--- src/rtl/mux16_scan_ctrl.sv ---
// Scans a 16-bit word through an external 16:1 mux one select at a time,
// samples each result after HOLD cycles and reassembles it, flagging mismatches.
module mux16_scan_ctrl #(
  parameter int unsigned HOLD = 1
) (
  input  logic        clk,
  input  logic        reset,
  input  logic        load_valid,
  output logic        load_ready,
  input  logic [0:15] load_data,
  output logic [0:15] mux_in,
  output logic [0:3]  mux_sel,
  input  logic        mux_out,
  output logic        bit_valid,
  output logic        bit_data,
  output logic [0:3]  bit_idx,
  output logic [0:15] rx_word,
  output logic        done,
  output logic        err,
  output logic        busy
);

  typedef enum logic [1:0] {
    IDLE,
    SCAN,
    DONE
  } state_t;

  localparam logic [2:0] HOLD_LAST = 3'(HOLD - 1);

  state_t      state_q, state_d;
  logic [0:15] mux_in_q, mux_in_d;
  logic [0:3]  mux_sel_q, mux_sel_d;
  logic [2:0]  hold_q, hold_d;
  logic        bit_valid_q, bit_valid_d;
  logic        bit_data_q, bit_data_d;
  logic [0:3]  bit_idx_q, bit_idx_d;
  logic [0:15] rx_word_q, rx_word_d;
  logic        err_q, err_d;

  logic accept;
  logic sample;
  logic last_sel;

  assign accept   = (state_q == IDLE) && load_valid;
  assign sample   = (state_q == SCAN) && (hold_q == HOLD_LAST);
  assign last_sel = (mux_sel_q == 4'd15);

  always_ff @(posedge clk) begin
    if (reset) begin
      state_q <= IDLE;
    end else begin
      state_q <= state_d;
    end
  end

  always_comb begin
    state_d = state_q;
    unique case (state_q)
      IDLE: if (accept) state_d = SCAN;
      SCAN: if (sample && last_sel) state_d = DONE;
      DONE: state_d = IDLE;
      default: state_d = IDLE;
    endcase
  end

  always_comb begin
    load_ready = (state_q == IDLE) && !reset;
    done       = (state_q == DONE);
    busy       = (state_q == SCAN) || (state_q == DONE);
  end

  // Sample results are registered, so each strobe, rx_word bit and err update
  // becomes visible the cycle after its sample cycle.
  always_comb begin
    mux_in_d    = mux_in_q;
    mux_sel_d   = mux_sel_q;
    hold_d      = hold_q;
    bit_valid_d = 1'b0;
    bit_data_d  = bit_data_q;
    bit_idx_d   = bit_idx_q;
    rx_word_d   = rx_word_q;
    err_d       = err_q;
    unique case (state_q)
      IDLE: begin
        if (accept) begin
          mux_in_d  = load_data;
          mux_sel_d = '0;
          hold_d    = '0;
          rx_word_d = '0;
          err_d     = 1'b0;
        end
      end
      SCAN: begin
        if (sample) begin
          bit_valid_d          = 1'b1;
          bit_data_d           = mux_out;
          bit_idx_d            = mux_sel_q;
          rx_word_d[mux_sel_q] = mux_out;
          if (mux_out != mux_in_q[mux_sel_q]) err_d = 1'b1;
          hold_d = '0;
          if (!last_sel) mux_sel_d = mux_sel_q + 4'd1;
        end else begin
          hold_d = hold_q + 3'd1;
        end
      end
      DONE: begin
        mux_sel_d = '0;
        hold_d    = '0;
      end
      default: begin
        mux_sel_d = '0;
        hold_d    = '0;
      end
    endcase
  end

  always_ff @(posedge clk) begin
    if (reset) begin
      mux_in_q    <= '0;
      mux_sel_q   <= '0;
      hold_q      <= '0;
      bit_valid_q <= 1'b0;
      bit_data_q  <= 1'b0;
      bit_idx_q   <= '0;
      rx_word_q   <= '0;
      err_q       <= 1'b0;
    end else begin
      mux_in_q    <= mux_in_d;
      mux_sel_q   <= mux_sel_d;
      hold_q      <= hold_d;
      bit_valid_q <= bit_valid_d;
      bit_data_q  <= bit_data_d;
      bit_idx_q   <= bit_idx_d;
      rx_word_q   <= rx_word_d;
      err_q       <= err_d;
    end
  end

  assign mux_in    = mux_in_q;
  assign mux_sel   = mux_sel_q;
  assign bit_valid = bit_valid_q;
  assign bit_data  = bit_data_q;
  assign bit_idx   = bit_idx_q;
  assign rx_word   = rx_word_q;
  assign err       = err_q;

endmodule

--- config.mk ---
export PLATFORM = sky130hd
export DESIGN_NAME = mux16_scan_ctrl
export DESIGN_NICKNAME = d
export VERILOG_FILES = /design/src/rtl/mux16_scan_ctrl.sv
export SDC_FILE = /design/constraint.sdc
export NUM_CORES = 1
export LEC_CHECK = 0
export CAP_MARGIN = 20
export CORE_AREA = 2 2 68 134
export CTS_CLUSTER_DIAMETER = 80
export DETAILED_ROUTE_END_ITERATION = 7
export DIE_AREA = 0 0 70 136
export HOLD_SLACK_MARGIN = 0.1
export MAX_ROUTING_LAYER = met4
export PLACE_DENSITY = 0.6
export SKIP_CTS_REPAIR_TIMING = 1
export SLEW_MARGIN = 20
export SYNTH_ARGS = -nofsm -noshare
export SYNTH_HDL_FRONTEND = slang
export SYNTH_SLANG_ARGS = --single-unit
--- constraint.sdc ---
create_clock -name clk -period 4.1 [get_ports clk]
set_input_delay 0.82 -clock clk [delete_from_list [all_inputs] [get_ports clk]]
set_output_delay 0.82 -clock clk [all_outputs]
set_load 0.01 [all_outputs]
; ---- Yosys cells after proc, flatten, opt, wreduce, memory -nomap -nowiden
; Index checks and enable logic that the tools add are counted.
[totals]
reg_bits = 48
output_inout_bits = 46
[classes]
add_sub_neg = 2
n_lt_le_gt_ge = 2
n_eq_ne = 9
mux = 24
n_bitwise = 2
n_reduce_logical = 17
[ops]
columns = op, count
row1 = 2-to-1 mux 16 bit, 2
row2 = one-hot mux 16 bit (2 select lines), 1
row3 = bitwise mux 16 bit, 1
row4 = 2-to-1 mux 4 bit, 3
row5 = "inequality test 2 bit, second input constant", 4
row6 = one-hot mux 4 bit (2 select lines), 1
row7 = 2-to-1 mux 1 bit, 7
row8 = 2-to-1 mux 3 bit, 2
row9 = one-hot mux 3 bit (2 select lines), 1
row10 = AND reduction 2 bit, 3
row11 = AND reduction 3 bit, 2
row12 = ">= comparator 5 bit, second input constant", 1
row13 = logical AND 1 bit, 5
row14 = "< comparator 5 x 1 -> 1 bit, second input constant", 1
row15 = NOT 4 -> 5 bit, 1
row16 = "adder 4 x 1 -> 4 bit, second input constant", 1
row17 = binary-select mux 1 bit (select 4 bit), 1
row18 = demux 1 bit (select 4 bit), 1
row19 = "== test 4 bit, second input constant", 1
row20 = 2-to-1 mux 2 bit, 2
row21 = one-hot mux 2 bit (2 select lines), 1
row22 = AND reduction 4 bit, 1
row23 = "adder 3 x 1 -> 3 bit, second input constant", 1
row24 = logical NOT 3 bit, 1
row25 = 11 further kinds, 11

; ---- Logic depth before layout (Yosys ltp)
[logic_depth]
word_depth = 8
mapped_depth = 8
mapped_depth_nobuf = 6

; ---- Worst setup path before layout
; No wires, ideal clock.
[synth_timing]
path_type = input to output
startpoint = in reset
endpoint = out load_ready
arrival_time_ns = 1.402
required_time_ns = 3.280
setup_slack_ns = 1.878
path_stages = 3
path_buffers = 2
path_cell_list = clkbuf_1 clkbuf_1 nor2_1
[synth_via]
elab_chain_len = 2
[synth_lines]
columns = item, line
row1 = from (decl), 7  ; input logic reset,
row2 = logical NOT 1 bit, 68  ; load_ready = (state_q == IDLE) && !reset;
row3 = logical AND 1 bit, 68
row4 = to (decl), 9  ; output logic load_ready,
; No other way between the ends.

; ---- Worst setup path in the final report
; Same ends and word-level chain as after synthesis.

==> results.yml <==
timing:
  tightest_slew_ns: 0.743
  finalWorstPathRequiredPeriod_ns: 2.79
  hold_viol: 0
  finClkSkew_ns: 0.00362
  slew_viol_final: 0
  min_period_over_period_pct: 68.0
  slew_headroom_pct: 49.9
  setup_viol: 0
  max_freq_mhz: 359
  tns_ns: 0
  rsz0062_at_grt: "no"
clocking:
  cts_tree: "yes"
  cts.root.buffer_cell: "clkbuf_16"
  numCtsBuffers: 5
  cts_max_level: 2
  clk-insertion-delay-late_ns: 0.29
  cts_max_path_buffers: 2
  clock_sinks: 48
  clkSlewWorstSetupHoldPaths_ns: 0.07
global_routing:
  gr-usage-met1_pct: 13.9
  grt_use_met2_pct: 25.6
  grt_pass1_vias: 2114
  grt_antenna_before_repair: 0
  grt-ovfl-total: 0
  grt_pass1_wl_um: 10200
  grt_busiest_layer: "met2"
  grtUsageMet3_pct: 2.15
  grt_usage_pct: 13.8
  grt_max_degree: 43
placement:
  io_buffer_count: 65
  place_inst: 422
  dpl.hpwl_um: 4540
  gp_congestion: 0.876
yosys:
  yosys.area.top_type: "dfxtp_1"
  ys_types: 40
  ys_top_cells_by_count: "57 x a21oi_1, 48 x dfxtp_1, 37 x nand2_1"
  netlist_top_cells_area: "dfxtp_1 41%, a21oi_1 12%, nand2_1 6.0%"
  synth.most_common_cell: "a21oi_1"
  yosysWarnings: 0
  synthesis.nets: 309
  post-synth-top-area-fraction_pct: 41.3
  synthFlopType: "dfxtp_1"
  yosysSeqAreaShare_pct: 41.3
  ys_ff_latch: 48
  synth_area_per_cell_um2: 8.34
  netlist_area_um2: 2330
  ys_async_sr_fraction_pct: 0
  synth-edff-count: 0
  synthCells: 279
die:
  pin_count: 66
  die_area_um2: 9520
  rows: 48
  core_um2: 8530
  die-height_um: 136
  die_w_um: 70
  start_util_pct: 27.3
worst_setup_path:
  worst_ep_required_time_ns: 3.28
  critPathMostFrequentCell: "clkdlybuf4s50_1"
  cp-endpoint: "load_ready"
  rrSetupSlack_ns: 1.98
  critPathBufInv: 2
  r2r_start: "state_q[1]"
  worst-path-stages: 3
  cp-startpoint: "reset"
  cp_top_family: "buffers and inverters"
  critPathKind: "input pin to output pin"
  cp_max_fo: 2
  arrival_ns: 1.97
  r2r_end: "rx_word[3]"
  start_kind: "input pin"
  cp_slowest_cell: "clkdlybuf4s50_1"
  max_stage_delay_ns: 0.56
  crit_chain: "clkdlybuf4s50_1, nor2_1, clkdlybuf4s50_1"
  r2r_cells: 6
  end_kind: "output pin"
detailed_routing:
  drt_wl_total_um: 6230
  drc: 0
  vias: 2137
  final_antenna_net_count: 0
  dr.first_iter.drc_count: 141
  via_per_inst: 4.97
  drt_pass1_iterations: 4
  wl_per_cell_um: 14.5
layout:
  fin_nets: 359
  syn2layout_area_growth_pct: 35.9
  diodes: 0
  drive_gt1_share_pct: 6.06
  fin_cells: 430
  multi_input_area_um2: 1200
  seqCellArea_um2: 961
  nFillCells: 923
power:
  peakVddDrop_mv: 0.173
  leakage_nw: 1.10
  power_density_nw_per_um2: 379
run_status:
  status: "complete, no violations"
job:
  drv_cap: 0
hold_path:
  hold_path_class: "flop to flop"
[final cells by class]
class	instances	area share, %
tap	100	3.96
sequential	48	30.4
clock buffer	6	4.39
timing repair buffer	66	20.8
inverter	10	1.19
multi-input combinational	198	38.0
clock inverter	2	1.23
[worst min path at each step]
stage / cells after the start / slack (ns) / to / start
global route: 2 / 0.49 / bit_data / bit_data
global placement: 2 / 0.45 / bit_data / bit_data
floorplan: 2 / 0.45 / hold_q[1] / hold_q[1]
CTS: 2 / 0.47 / bit_data / bit_data
finish: 2 / 0.47 / bit_data / bit_data
detailed placement: 2 / 0.46 / bit_data / bit_data
[worst reg2reg max path, delay by kind of cell (launching register included)]
| kind | cells | cell delay [ns] |
|---|---|---|
| AO/OA/AOI/OAI | 3 | 0.87 |
| flip-flops | 1 | 0.34 |
| buffers and inverters | 2 | 0.37 |
| adder cells (fa/ha/maj) | 1 | 0.47 |
[kinds of logic (layout without fill, tap and decap cells)]
| family | count (synthesis) | after routing | share of synthesized area (%) |
|---|---|---|---|
| AOI/OAI and AO/OA | 89 | 89 | 21.4 |
| adders and majority gates | 10 | 10 | 5.38 |
| buffers and inverters | 33 | 84 | 6.99 |
| DFF | 48 | 48 | 41.3 |
| muxes | 7 | 7 | 5.22 |
| and+or+nand+nor | 92 | 92 | 19.7 |
[report_power, final]
group | total (mW) | switching (mW) | internal, mW
clock | 0.490 | 0.185 | 0.306
sequential | 0.501 | 0.0165 | 0.485
combinational | 0.206 | 0.115 | 0.0915
total | 1.20 | 0.316 | 0.882
[state kept, by name, indices dropped and copies added (netlist names)]
signal     count
bit_valid      1
state_q        2
bit_idx        4
rx_word       16
bit_data       1
mux_sel        4
hold_q         3
mux_in        16
err            1
[layer usage]
| layer | wire length, um | vias up |
|---|---|---|
| met5 | 0 | - |
| met4 | 135 | 0 |
| met3 | 245 | 8 |
| met2 | 3440 | 54 |
| met1 | 2410 | 1002 |
| li1 | - | 1073 |
[metrics by stage]
| stage | instance area [um2] | util (%) | setup WS, ns | hold WS [ns] | total power, mW |
|---|---|---|---|---|---|
| 6_report | 3160 | 37.1 | 1.31 | 0.466 | 1.20 |
| 4_1_cts | 3160 | 37.1 | 1.29 | 0.466 | 1.21 |
| 2_1_floorplan | 2330 | - | 1.88 | 0.449 | 0.638 |
| 5_1_grt | 3160 | 37.1 | 1.25 | 0.493 | 1.25 |
| 3_5_place_dp | 2980 | 35.0 | 1.29 | 0.456 | 0.720 |
| 3_3_place_gp | 2980 | 35.0 | 1.27 | 0.451 | 0.718 |
[placed cells by master (no fill, tap or decap), types with 2 or more instances in the layout]
master | synthesis | layout
o21ai_0 | 15 | 15
a21oi_1 | 57 | 57
a31oi_1 | 2 | 2
clkbuf_16 | 0 | 5
mux4_2 | 4 | 4
nor2b_1 | 2 | 2
ha_1 | 10 | 10
o31ai_1 | 3 | 3
and2b_1 | 2 | 2
o21ai_1 | 3 | 3
dfxtp_1 | 48 | 48
nand2_1 | 37 | 37
clkdlybuf4s50_1 | 0 | 65
nand3b_1 | 3 | 3
inv_1 | 9 | 9
o2111a_1 | 2 | 2
mux2i_1 | 2 | 2
nand3_1 | 22 | 22
nor2_1 | 13 | 13
and2_1 | 2 | 2
nand4_1 | 2 | 2
or4_1 | 2 | 2
a22oi_1 | 2 | 2
Note: power is estimated with default switching activity, not from simulation.
